[config.mk]
export PLATFORM = sky130hd
export DESIGN_NAME = wdt_cfg_writer
export DESIGN_NICKNAME = d
export VERILOG_FILES = /design/src/rtl/wdt_cfg_writer.sv
export SDC_FILE = /design/constraint.sdc
export NUM_CORES = 1
export LEC_CHECK = 0
export ABC_AREA = 1
export BUFFER_PORTS_ARGS = -buffer_cell sky130_fd_sc_hd__buf_2
export CAP_MARGIN = 15
export CORE_MARGIN = 1.5
export CORE_UTILIZATION = 48
export DETAILED_ROUTE_END_ITERATION = 16
export PLACE_DENSITY_LB_ADDON = 0.25
export SLEW_MARGIN = 15
export SYNTH_ARGS = -nofsm -noshare
export SYNTH_HDL_FRONTEND = slang
export SYNTH_SLANG_ARGS = --single-unit
export TNS_END_PERCENT = 10
[constraint.sdc]
create_clock -name clk -period 2.7 [get_ports clk]
set_input_delay 0.54 -clock clk [delete_from_list [all_inputs] [get_ports clk]]
set_output_delay 0.54 -clock clk [all_outputs]
set_load 0.01 [all_outputs]
[src/rtl/wdt_cfg_writer.sv]
// Watchdog register front-end: shadows, ordered command FIFO, timeout irq.
// Define WDT_IRQ_LATCH_EN for a sticky, W1C-cleared irq; default is a registered level.
module wdt_cfg_writer #(
  parameter int CMD_DEPTH = 4
) (
  input  logic        clk,
  input  logic        rst,
  input  logic        wr_valid,
  output logic        wr_ready,
  input  logic [4:0]  wr_addr,
  input  logic [31:0] wr_data,
  output logic        wr_err,
  input  logic        rd_valid,
  input  logic [4:0]  rd_addr,
  output logic [31:0] rd_data,
  output logic        rd_resp,
  output logic        cmd_valid,
  input  logic        cmd_ready,
  output logic [1:0]  cmd_sel,
  output logic [31:0] cmd_data,
  input  logic        wto_in,
  output logic        irq
);

  localparam int AW = (CMD_DEPTH > 1) ? $clog2(CMD_DEPTH) : 1;
  localparam logic [AW:0] FULL_CNT = (AW+1)'(CMD_DEPTH);

  logic [33:0]   mem [CMD_DEPTH];
  logic [AW-1:0] wp;
  logic [AW-1:0] rp;
  logic [AW:0]   cnt;
  logic [AW:0]   cnt_nx;
  logic          ready_q;
  logic          en_q;
  logic [31:0]   tocnt_q;
  logic          irq_q;

  logic [2:0]  widx;
  logic        wr_fire;
  logic        push;
  logic        pop;
  logic        clr;
  logic        full;
  logic [31:0] cmd_pay;
  logic [3:0]  occ;
  logic [31:0] status;
  logic [31:0] rd_mux;
  logic        unused;

  assign widx    = wr_addr[4:2];
  assign wr_fire = wr_valid & ready_q;
  assign push    = wr_fire & (widx <= 3'd2);
  assign pop     = cmd_valid & cmd_ready;
  assign clr     = wr_fire & (widx == 3'd3) & wr_data[0];
  assign full    = (cnt == FULL_CNT);
  assign cmd_pay = (widx == 3'd2) ? wr_data : {31'b0, wr_data[0]};
  assign unused  = ^{wr_addr[1:0], rd_addr[1:0]};

  assign wr_ready  = ready_q;
  assign irq       = irq_q;
  assign cmd_valid = (cnt != '0);
  assign cmd_sel   = cmd_valid ? mem[rp][33:32] : 2'b0;
  assign cmd_data  = cmd_valid ? mem[rp][31:0] : 32'b0;

  always_comb begin
    cnt_nx = cnt;
    unique case ({push, pop})
      2'b10:   cnt_nx = cnt + 1'b1;
      2'b01:   cnt_nx = cnt - 1'b1;
      default: cnt_nx = cnt;
    endcase
  end

  always_comb begin
    occ = 4'hF;
    if (32'(cnt) < 32'd15)
      occ = 4'(cnt);
  end

  assign status = {24'b0, occ, 1'b0, ~cmd_valid, full, irq_q};

  always_comb begin
    rd_mux = 32'b0;
    unique case (1'b1)
      (rd_addr[4:2] == 3'd0): rd_mux = {31'b0, en_q};
      (rd_addr[4:2] == 3'd2): rd_mux = tocnt_q;
      (rd_addr[4:2] == 3'd3): rd_mux = status;
      default:                rd_mux = 32'b0;
    endcase
  end

  // Storage is not reset; pointer/count reset is what discards entries.
  always_ff @(posedge clk) begin
    if (push)
      mem[wp] <= {widx[1:0], cmd_pay};
  end

  always_ff @(posedge clk) begin
    if (!rst) begin
      wp      <= '0;
      rp      <= '0;
      cnt     <= '0;
      ready_q <= 1'b0;
      en_q    <= 1'b0;
      tocnt_q <= 32'b0;
      rd_data <= 32'b0;
      rd_resp <= 1'b0;
      wr_err  <= 1'b0;
    end else begin
      if (push)
        wp <= wp + 1'b1;
      if (pop)
        rp <= rp + 1'b1;
      cnt     <= cnt_nx;
      ready_q <= (cnt_nx != FULL_CNT);
      rd_resp <= rd_valid;
      rd_data <= rd_valid ? rd_mux : 32'b0;
      wr_err  <= wr_fire & wr_addr[4];
      if (wr_fire && widx == 3'd0)
        en_q <= wr_data[0];
      if (wr_fire && widx == 3'd2)
        tocnt_q <= wr_data;
    end
  end

`ifdef WDT_IRQ_LATCH_EN
  logic wto_q;

  // Set has priority over a coincident W1C clear.
  always_ff @(posedge clk) begin
    if (!rst) begin
      wto_q <= 1'b0;
      irq_q <= 1'b0;
    end else begin
      wto_q <= wto_in;
      if (wto_in && !wto_q)
        irq_q <= 1'b1;
      else if (clr)
        irq_q <= 1'b0;
    end
  end
`else
  logic unused_clr;
  assign unused_clr = clr;

  always_ff @(posedge clk) begin
    if (!rst)
      irq_q <= 1'b0;
    else
      irq_q <= wto_in;
  end
`endif

endmodule

# Word-level counts from Yosys, hierarchy flattened
# Memories as Yosys holds them, arrays and structs flattened. A register that Yosys moved wholly into a read port is not among the register bits.
# Index checks and enable logic that the tools add are counted.
# totals
out_inout_bits,71
register_bits,76
ram_bits,136
word_cells,43
input_bits,48
memories,1
# mem_list
name,words,word_bits,read_ports,rd_ports_with_merged_regs,wr,line_no,rtl
mem,4,34,1,1,1,28,logic [33:0] mem [CMD_DEPTH];
# classes
n_lt_le_gt_ge,1
bitwise,5
mux,9
addsub,4
n_reduce_logical,6
eq_ne,7
# ops
cell,count
32-bit one-hot mux with 3 select lines,1
32-bit 2-to-1 mux,2
"3-bit by 2-bit == test with 1-bit output, second input constant",3
3-bit logical NOT,2
2-bit 2-to-1 mux,3
3-bit one-hot mux with 2 select lines,1
"2-bit by 1-bit adder with 2-bit output, second input constant",2
1-bit AND,4
"3-bit by 1-bit adder with 3-bit output, second input constant",1
"3-bit == test, second input constant",1
"3-bit by 2-bit less-or-equal comparator with 1-bit output, second input constant",1
"3-bit inequality test, second input constant",1
3-bit nonzero test,1
"3-bit by 1-bit subtractor with 3-bit output, second input constant",1
"2-bit by 1-bit == test with 1-bit output, second input constant",1
"2-bit == test, second input constant",1
1-bit logical AND,2
1-bit 2-to-1 mux,2
2-bit AND reduction,1
1-bit inverter,1

# Logic depth before layout (Yosys ltp)
# Gate-level depths: netlist (run 1).
# depth
ltp_word,5
depth_mapped,13
ltp_nobuf,13

# Least setup slack after synthesis (run 1)
# Ideal clock, no wire load.
# synth_path
path_kind,input-to-reg
startpoint,input wr_valid
endpoint,memory mem[0][0] (enable)
t_arrival_ns,2.381
cell_stages,4
path_slack_ns,-0.106
setup_ns,0.425
cell_sequence,nand2_1 > inv_1 > nand2_1 > nor2_1
# synth_via
elab_chain_cells,4
# synth_rtl
item,line_no,rtl
from (decl),8,"input logic wr_valid,"
1-bit AND,51,assign wr_fire = wr_valid & ready_q;
1-bit AND,52,assign push = wr_fire & (widx <= 3'd2);
1-bit 2-to-1 mux,94,if (push)
1-bit 2-to-1 mux (implied by the code),95,"mem[wp] <= {widx[1:0], cmd_pay};"
to (decl),28,
# No other way between the ends.

==> impl_metrics.json, run 1 <==
{
  "place_worst_setup_slack_ns": 0.4635,
  "setup_viol_count_final": 0,
  "effective_utilization_at_floorplan": 0.4957,
  "cts.sinks": 214,
  "holdPathStages": 3,
  "cell_area_synth_um2": 8308,
  "first_global_vias": 5387,
  "die-height_um": 134.6,
  "grt_setup_unrepaired": "no",
  "ys_warn_count": 0,
  "finalWeightedCongestion": 0.7976,
  "finalInstanceArea_um2": 9659,
  "main_combinational_cell_family_by_area_after_synthesis": "simple AND/OR/NAND/NOR gates",
  "grt_antenna_before_repair": 0,
  "layout_common_cells": "207 x nor2_1, 136 x edfxtp_1, 115 x nand2_1, 114 x buf_2",
  "worstSetupStartpointType": "flop",
  "tritoncts": "built",
  "post_dp_cell_area_um2": 9064,
  "synthSimpleGateAreaFrac": 0.1563,
  "p_leak_uw": 0.003798,
  "globalRouteTotalUtil": 0.2017,
  "placementRows": 47,
  "yosys_most_used_dff": "edfxtp_1",
  "global_route.overflow_total": 0,
  "timing.rr.end": "wr_ready$_SDFF_PN0_",
  "setup_tns_ns": 0,
  "synth_async_sr_flop_share": 0,
  "cts_max_path_buffers": 3,
  "dr.pass1.iters": 5,
  "pin_count_of_the_biggest_net_entering_global_routing": 49,
  "hold_start": "wto_in",
  "postSynthCellCount": 810,
  "holdCritPathClass": "in2reg",
  "dp_hpwl_mm": 11.02,
  "status": "complete, no violations",
  "wl_met1_mm": 8.370,
  "crit_type": "reg2out",
  "yosys.area_share.adder": 0.009940,
  "mostFrequentLayoutCell": "nor2_1",
  "post_cts_buffers": 0,
  "min_to": "irq$_SDFF_PN0_",
  "maxCapViolations": 0,
  "num_vias": 5796,
  "grt_first_pass_wirelength_mm": 28.60,
  "highest_layer": "met4",
  "setup_ws_ns": 0.1322,
  "maximum_fanout_count_along_the_critical_path": 48,
  "report.final.hold_viol_count": 0,
  "finalMaxSlewViolations": 0,
  "cts_root_buf": "clkbuf_16",
  "core_area_um2": 16760,
  "slew_of_the_pin_with_the_lowest_slew_margin_ns": 0.7628,
  "power_density_nw_per_um2": 735.6,
  "wire_per_inst_um": 15.90,
  "num_io_pins": 119,
  "clk_pin_slew_ns": 0.06,
  "final_util": 0.5763,
  "fillCellCount": 1445,
  "dieWidth_um": 134.6,
  "achievable-frequency_mhz": 389.4,
  "dieArea_um2": 18110,
  "r2r_start": "cnt[0]$_SDFF_PN0_",
  "cts_buffers": 21,
  "timing.final.crit_share": 0.9510,
  "netlist-cell-type-count": 26,
  "worst-r2r-cell-count": 10,
  "syn-num-nets": 864,
  "detailroute.wirelength.met3_mm": 1.306,
  "num-nets-final": 975,
  "layout_min_cycle_time_ns": 2.568,
  "clock_insertion_delay_worst_skew_ns": 0.49,
  "synth_seq_area_share": 0.6795,
  "drc_errors": 0,
  "layout-area-overhead-vs-synth_pct": 16.27,
  "antenna_cells_inserted": 0,
  "area_fraction_in_compound_gates_after_synthesis": 0.09096,
  "seqCellArea_um2": 5649,
  "timing.critical_path.arrival_ns": 2.03,
  "post_synth_xor_area_fraction": 0.002108,
  "multi_input_combinational_cell_area_um2": 2165,
  "detail_route.wirelength_mm": 18.35,
  "type_of_element_capturing_the_critical_path": "output port",
  "syn_avg_cell_area_um2": 10.26,
  "synth-seq-cells": 214,
  "r2r_setup_slk_ns": 0.60,
  "finalClockSkew_ns": 0.01113,
  "relative_slew_slack": 0.4907,
  "cts_htree_levels": 1,
  "timing.critical_path.required_ns": 2.16,
  "detail_route.iter0.violations": 429,
  "ant_nets": 0,
  "portBuffers": 114,
  "final_layout_size_suffix_gt1_frac": 0.1831,
  "drt-vias-per-instance": 5.023,
  "max-vdd-ir-drop_v": 0.0004430,
  "synth-edff-count": 136,
  "met2_wirelength_mm": 8.345,
  "post_synth_mux_area_share": 0
}
cells by family after synthesis:
group	Yosys count
simple gates	335
flops	214
compound gates	151
buf+inv	102
fa+ha+maj	6
xor+xnor	2
through the flow:
step           power, µW  instances  hold slack [ns]
6_report            7105       1154           0.2368
5_1_grt             7386       1154           0.2416
4_1_cts             7150       1154           0.2261
3_5_place_dp        4613       1118           0.4280
3_3_place_gp        4601       1118           0.4241
2_1_floorplan       4236        810           0.4168
sequential cells by signal (all words and copies together), names as in the netlist, named ones only:
register / cells
cnt: 3
wr_err: 1
en_q: 1
mem: 136
rd_resp: 1
rd_data: 32
rp: 2
tocnt_q: 32
wr_ready: 1
wp: 2
irq: 1
worst max path at each step:
stage               startpoint                  end  slack [ns]  depth (start not counted)
floorplan             wr_valid  mem[0][0]$_DFFE_PP_       -0.11                          4
global placement      wr_valid  wr_ready$_SDFF_PN0_        0.50                         10
detailed placement    wr_valid  wr_ready$_SDFF_PN0_        0.46                         10
CTS                       flop         cmd_data[13]        0.04                          6
global route              flop         cmd_data[19]       0.004                          5
finish                    flop         cmd_data[26]        0.13                          5
synth_stat cells (2+ instances only):
master	count	share of area
nor2_1	211	0.095
nand2_1	115	0.052
buf_4	2	0.0018
nand3_1	4	0.0024
buf_1	4	0.0018
inv_2	6	0.0027
edfxtp_1	136	0.49
buf_2	13	0.0078
clkbuf_1	8	0.0036
inv_1	54	0.024
buf_6	13	0.018
o21ai_0	59	0.036
o21ai_1	15	0.0090
a21oi_1	77	0.046
ha_1	5	0.0075
dfxtp_1	78	0.19
where the power goes:
part           switching (µW)  leakage (µW)  internal [µW]  total (µW)
Clock                    1130      0.000278           1430        2560
Combinational             662       0.00168            328         991
Sequential               42.3       0.00184           3510        3550
Total                    1840       0.00380           5270        7110
cell type report:
| type | instances | area share |
|---|---|---|
| flip-flops and latches | 214 | 0.5848 |
| multi-input cells | 494 | 0.2241 |
| repair buffers | 129 | 0.07759 |
| clock buffers | 28 | 0.05712 |
| well taps | 220 | 0.02850 |
| inverters | 61 | 0.02396 |
| clock inverters | 8 | 0.003886 |
per-layer routing:
layer | track usage | up-vias
met5 | 0 | -
met4 | 0.05735 | 0
met3 | 0.03453 | 27
met2 | 0.3177 | 189
met1 | 0.2900 | 2704
li1 | - | 2876
critical path, stage by stage, from the launching register on:
cell     delay [ns]
dfxtp_4        0.42
inv_4          0.07
buf_4          0.38
o21ai_0        0.17
a21oi_1        0.28
buf_2          0.19
timing repair:
action	in CTS	in global routing
hold buffers	0	0
resized for setup	0	2
endpoints found under the hold margin	0	0
setup endpoints to repair	0	10
No activity file was read; power rests on OpenSTA's default activity.
==> run 2: changes to the inputs <==
--- a/config.mk
+++ b/config.mk
@@ -6,11 +6,12 @@
 export NUM_CORES = 1
 export LEC_CHECK = 0
 export ABC_AREA = 1
-export BUFFER_PORTS_ARGS = -buffer_cell sky130_fd_sc_hd__buf_2
 export CAP_MARGIN = 15
 export CORE_MARGIN = 1.5
 export CORE_UTILIZATION = 48
+export CTS_BUF_LIST = sky130_fd_sc_hd__clkbuf_4 sky130_fd_sc_hd__clkbuf_8
 export DETAILED_ROUTE_END_ITERATION = 16
+export DONT_BUFFER_PORTS = 1
 export PLACE_DENSITY_LB_ADDON = 0.25
 export SLEW_MARGIN = 15
 export SYNTH_ARGS = -nofsm -noshare
==> impl_metrics.json, run 2 (synthesized netlist as in run 1, its figures left out) <==
{
  "type_of_element_capturing_the_critical_path": "output port",
  "mostFrequentLayoutCell": "nor2_1",
  "crit_type": "reg2out",
  "antenna_cells_inserted": 0,
  "layout_min_cycle_time_ns": 2.523,
  "final_layout_size_suffix_gt1_frac": 0.1310,
  "core_area_um2": 16760,
  "first_global_vias": 5556,
  "ant_nets": 0,
  "cts_root_buf": "clkbuf_8",
  "pin_count_of_the_biggest_net_entering_global_routing": 69,
  "power.switching_uw": 1807,
  "met2_wirelength_mm": 8.615,
  "p_seq_frac": 0.496,
  "maxCapViolations": 0,
  "post_cts_buffers": 0,
  "report.final.hold_viol_count": 0,
  "grt_first_pass_wirelength_mm": 28.67,
  "power_density_nw_per_um2": 766.3,
  "cts_buffers": 31,
  "num_io_pins": 119,
  "globalRouteTotalUtil": 0.2029,
  "tritoncts": "built",
  "cts.sinks": 214,
  "power.combinational.fraction": 0.138,
  "top_register": "mem",
  "dieArea_um2": 18110,
  "fin_total_pwr_uw": 7147,
  "finalInstanceArea_um2": 9326,
  "die-height_um": 134.6,
  "worstSetupStartpointType": "flop",
  "clock_insertion_delay_worst_skew_ns": 0.54,
  "grt_setup_unrepaired": "no",
  "timing.critical_path.required_ns": 2.16,
  "setup_viol_count_final": 0,
  "wire_per_inst_um": 16.90,
  "cts_max_path_buffers": 3,
  "finalClockSkew_ns": 0.01299,
  "holdCritPathClass": "in2reg",
  "wl_met1_mm": 8.169,
  "setup_tns_ns": 0,
  "maximum_fanout_count_along_the_critical_path": 25,
  "detailroute.wirelength.met3_mm": 1.259,
  "detail_route.wirelength_mm": 18.42,
  "dieWidth_um": 134.6,
  "drc_errors": 0,
  "num-nets-final": 902,
  "achievable-frequency_mhz": 396.4,
  "dp_hpwl_mm": 11.21,
  "ctsHoldBuffers": 0,
  "share_clk_of_total_power": 0.366,
  "portBuffers": 0,
  "timing.final.crit_share": 0.9343,
  "clk_pin_slew_ns": 0.06,
  "drt-vias-per-instance": 5.141,
  "placementRows": 47,
  "num_vias": 5604,
  "effective_utilization_at_floorplan": 0.4957,
  "timing.critical_path.arrival_ns": 1.98,
  "switching_share": 0.2529,
  "layoutNonFillerInstCount": 1090,
  "relative_slew_slack": 0.5693,
  "largestRegisters": "mem (136), rd_data (32), tocnt_q (32)",
  "cts_htree_levels": 1,
  "global_route.overflow_total": 0,
  "highest_layer": "met4",
  "layout-area-overhead-vs-synth_pct": 12.26,
  "p_leak_uw": 0.003469,
  "final_util": 0.5565,
  "post_dp_cell_area_um2": 8663,
  "slew_of_the_pin_with_the_lowest_slew_margin_ns": 0.6451,
  "internal_power_uw": 5340,
  "finalMaxSlewViolations": 0,
  "finalWeightedCongestion": 0.8425,
  "layout_common_cells": "207 x nor2_1, 136 x edfxtp_1, 115 x nand2_1, 77 x a21oi_1, 77 x dfxtp_1",
  "grt_antenna_before_repair": 0,
  "status": "complete, no violations",
  "dr.pass1.iters": 5,
  "largest_register_ffs": 136,
  "max-vdd-ir-drop_v": 0.0004575,
  "detail_route.iter0.violations": 395,
  "dp.cells": 1035
}
[run 2: cell types whose count changed in the layout (fill, tap and decap cells not counted), sizes merged]
cell      previous run  this run
clkinvlp             4         0
buf                129        46
clkinv               4         5
clkbuf              28        49
bufinv               0         1
[run 2: critical path, cell delays in order (launching register included)]
cell	delay, ns
dfxtp_1	0.34
nor2_1	0.16
nand2_1	0.22
inv_6	0.28
buf_4	0.21
a21oi_1	0.06
buf_4	0.15
[run 2: timing repair]
action / CTS / global route
gates resized for setup: 1 / 3
cloned: 0 / 0
setup endpoints to repair: 10 / 12
[run 2: routing by layer]
| metal | global-route usage | vias to the layer above |
|---|---|---|
| met3 | 0.04167 | 32 |
| met2 | 0.3313 | 195 |
| met4 | 0.06870 | 0 |
| met5 | 0 | - |
| met1 | 0.2722 | 2647 |
| li1 | - | 2730 |
[run 2: area by class of cell]
cell class              count  area, µm²
fillers                  1408       7433
flip-flops and latches    214       5647
multi-input cells         494       2165
clock buffers              49      599.3
repair buffers             46      349.1
well taps                 220      275.3
inverters                  61      239.0
clock inverters             6      52.55
[run 2: stage by stage]
| stage | setup WS, ns | hold slack [ns] |
|---|---|---|
| after floorplan | -0.1062 | 0.4168 |
| after global placement | 0.3882 | 0.4250 |
| after detailed placement | 0.3457 | 0.4313 |
| after CTS | 0.09023 | 0.07029 |
| after global routing | 0.03800 | 0.06029 |
| final | 0.1774 | 0.1015 |
[run 2: final timing paths]
kind | depth (start not counted) | endpoint | startpoint | slack [ns]
setup / recovery | 6 | cmd_data[14] | cnt[0]$_SDFF_PN0_ | 0.18
hold / removal | 0 | mem[2][0]$_DFFE_PP_ | wr_data[0] | 0.10
setup reg to reg | 10 | wr_ready$_SDFF_PN0_ | cnt[0]$_SDFF_PN0_ | 0.43
hold reg to reg | 2 | rd_data[28]$_SDFF_PN0_ | tocnt_q[28]$_SDFFE_PN0P_ | 0.45
[run 2: power by group through the flow]
stage,logic (µW),clock network [µW],registers (µW)
2_1_floorplan,634,0,3600
3_3_place_gp,957,0,3610
3_5_place_dp,981,0,3610
4_1_cts,988,2660,3540
5_1_grt,1090,2800,3550
6_report,985,2620,3540
==> run 3: changes to the inputs <==
--- a/config.mk
+++ b/config.mk
@@ -5,7 +5,7 @@
 export SDC_FILE = /design/constraint.sdc
 export NUM_CORES = 1
 export LEC_CHECK = 0
-export ABC_AREA = 1
+export ABC_AREA = 0
 export CAP_MARGIN = 15
 export CORE_MARGIN = 1.5
 export CORE_UTILIZATION = 48
==> impl_metrics.json, run 3 <==
{
  "setup_tns_ns": 0,
  "main_combinational_cell_family_by_area_after_synthesis": "simple AND/OR/NAND/NOR gates",
  "power_density_nw_per_um2": 876.9,
  "num_vias": 4558,
  "fin_hold_ws_ns": 0.1244,
  "yosys_most_used_dff": "edfxtp_1",
  "post-synth-top-count-cell": "edfxtp_1",
  "grt_setup_unrepaired": "no",
  "worstSetupStartpointType": "flop",
  "portBuffers": 0,
  "synthTopCellsByArea": "edfxtp_1 49%, dfxtp_1 19%, mux4_2 8.9%",
  "largestRegisters": "mem (136), rd_data (32), tocnt_q (32)",
  "fillCellCount": 1431,
  "finalMaxSlewViolations": 0,
  "timing.final.crit_share": 0.9271,
  "antenna_cells_inserted": 0,
  "layout_common_cells": "136 x edfxtp_1, 76 x dfxtp_1, 59 x and2_1, 39 x clkbuf_8, 38 x a21oi_1",
  "power.switching_uw": 2248,
  "dieArea_um2": 18270,
  "core_area_um2": 17180,
  "num_io_pins": 119,
  "clk_pin_slew_ns": 0.06,
  "wire_per_inst_um": 20.99,
  "postSynthCellCount": 550,
  "achievable-frequency_mhz": 399.5,
  "mostFrequentLayoutCell": "edfxtp_1",
  "final_layout_size_suffix_gt1_frac": 0.2312,
  "placementRows": 48,
  "area_fraction_in_compound_gates_after_synthesis": 0.05253,
  "grt_first_pass_wirelength_mm": 26.32,
  "layout_min_cycle_time_ns": 2.503,
  "syn_avg_cell_area_um2": 15.24,
  "report.final.hold_viol_count": 0,
  "share_clk_of_total_power": 0.356,
  "yosys.area_share.adder": 0.009849,
  "cts_root_buf": "clkbuf_8",
  "relative_slew_slack": 0.5357,
  "cell_area_synth_um2": 8384,
  "p_seq_frac": 0.451,
  "pin_count_of_the_biggest_net_entering_global_routing": 41,
  "timing.critical_path.arrival_ns": 1.96,
  "syn-num-nets": 604,
  "die-height_um": 135.2,
  "clock_insertion_delay_worst_skew_ns": 0.51,
  "cts_htree_levels": 2,
  "holdCritPathClass": "in2reg",
  "setup_viol_count_final": 0,
  "detail_route.wirelength_mm": 17.25,
  "largest_register_ffs": 136,
  "synth-seq-cells": 214,
  "synth_async_sr_flop_share": 0,
  "top_register": "mem",
  "effective_utilization_at_floorplan": 0.4881,
  "cts.sinks": 214,
  "grt_antenna_before_repair": 0,
  "dr.pass1.iters": 5,
  "globalRouteTotalUtil": 0.1928,
  "drt-vias-per-instance": 5.545,
  "ys_warn_count": 0,
  "num-nets-final": 625,
  "power.combinational.fraction": 0.193,
  "finalClockSkew_ns": 0.01592,
  "cts_buffers": 36,
  "synth_top_cells_by_count": "136 x edfxtp_1, 78 x dfxtp_1, 60 x and2_1, 38 x a21oi_1, 35 x nand3_1",
  "status": "complete, no violations",
  "p_leak_uw": 0.003141,
  "drc_errors": 0,
  "cts_max_path_buffers": 3,
  "synthSimpleGateAreaFrac": 0.1230,
  "post-synth-top-area-fraction": 0.4871,
  "layout-area-overhead-vs-synth_pct": 10.64,
  "ctsResizeCount": 0,
  "synth_seq_area_share": 0.6733,
  "ant_nets": 0,
  "type_of_element_capturing_the_critical_path": "output port",
  "internal_power_uw": 5886,
  "detail_route.iter0.violations": 295,
  "maximum_fanout_count_along_the_critical_path": 13,
  "switching_share": 0.2763,
  "timing.critical_path.required_ns": 2.16,
  "global_route.overflow_total": 0,
  "post_cts_buffers": 0,
  "post_synth_mux_area_share": 0.09775,
  "dp_hpwl_mm": 10.59,
  "crit_type": "reg2out",
  "finalWeightedCongestion": 0.8069,
  "ctsHoldBuffers": 0,
  "netlist-cell-type-count": 42,
  "dieWidth_um": 135.2,
  "post_synth_xor_area_fraction": 0.004178,
  "tritoncts": "built",
  "first_global_vias": 4655,
  "synth_area_leader_cell": "edfxtp_1",
  "maxCapViolations": 0,
  "slew_of_the_pin_with_the_lowest_slew_margin_ns": 0.6948,
  "fin_total_pwr_uw": 8134,
  "max-vdd-ir-drop_v": 0.0003900,
  "synth-edff-count": 136
}
[run 3: cell count changes after synthesis, moves of 27 or more]
cell     before  now
and2_1        0   60
nor2b_1       0   27
a21oi_1      77   38
nand3_1       4   35
nand2_1     115    3
o21ai_0      59    8
inv_1        54    9
nor2_1      211    9
mux4_2        0   33
[run 3: routing by layer]
layer | GRT usage | part of all wire | vias up
met5 | 0 | 0 | -
met4 | 0.05675 | 0.017 | 0
met3 | 0.05836 | 0.076 | 29
met2 | 0.3254 | 0.51 | 154
met1 | 0.2409 | 0.40 | 2299
li1 | - | - | 2076
[run 3: through the flow]
step | setup slack, ns | instances | cell area [µm²] | util
finish | 0.1969 | 822 | 9276 | 0.5401
floorplan | 0.3952 | 550 | 8384 | -
CTS | 0.1426 | 822 | 9276 | 0.5401
global route | 0.1047 | 822 | 9276 | 0.5401
detailed placement | 0.4623 | 758 | 8541 | 0.4972
global placement | 0.5774 | 758 | 8541 | 0.4972
[run 3: power by group through the flow]
stage          Sequential [µW]  Clock (µW)  Combinational [µW]
6_report                  3670        2890                1570
2_1_floorplan             3700           0                1400
5_1_grt                   3680        3100                1700
3_3_place_gp              3730           0                1590
3_5_place_dp              3740           0                1610
4_1_cts                   3670        2960                1610
[run 3: final timing paths]
kind	startpoint	endpoint	slack (ns)	cells after the start
worst max-delay path	flop	cmd_data[31]	0.20	3
worst min-delay path	wr_addr[3]	mem[1][33]$_DFFE_PP_	0.12	0
worst max register to register	cnt[2]$_SDFF_PN0_	wr_ready$_SDFF_PN0_	0.45	6
worst min register to register	tocnt_q[25]$_SDFFE_PN0P_	rd_data[25]$_SDFF_PN0_	0.45	1
[run 3: cell families after synthesis]
logic type	count (synthesis)
flip-flops	214
AND/OR/NAND/NOR	158
AO/OA/AOI/OAI	83
buffers and inverters	46
multiplexers	39
adder cells (fa/ha/maj)	6
XOR/XNOR	4
[run 3: critical path: stages, from the launching register on]
cell	delay, ns
dfxtp_2	0.34
buf_4	0.28
mux4_1	0.63
nor2b_1	0.19
[run 3: layout make-up]
cell class                 count  area, µm²  share of cell area
inverter                       9      33.78            0.003642
sequential                   214       5648              0.6088
clock buffer                  56      664.4             0.07162
tap                          225      281.5             0.03035
clock inverter                 8      71.32            0.007688
multi-input combinational    290       2415              0.2603
timing repair buffer          20      162.7             0.01753
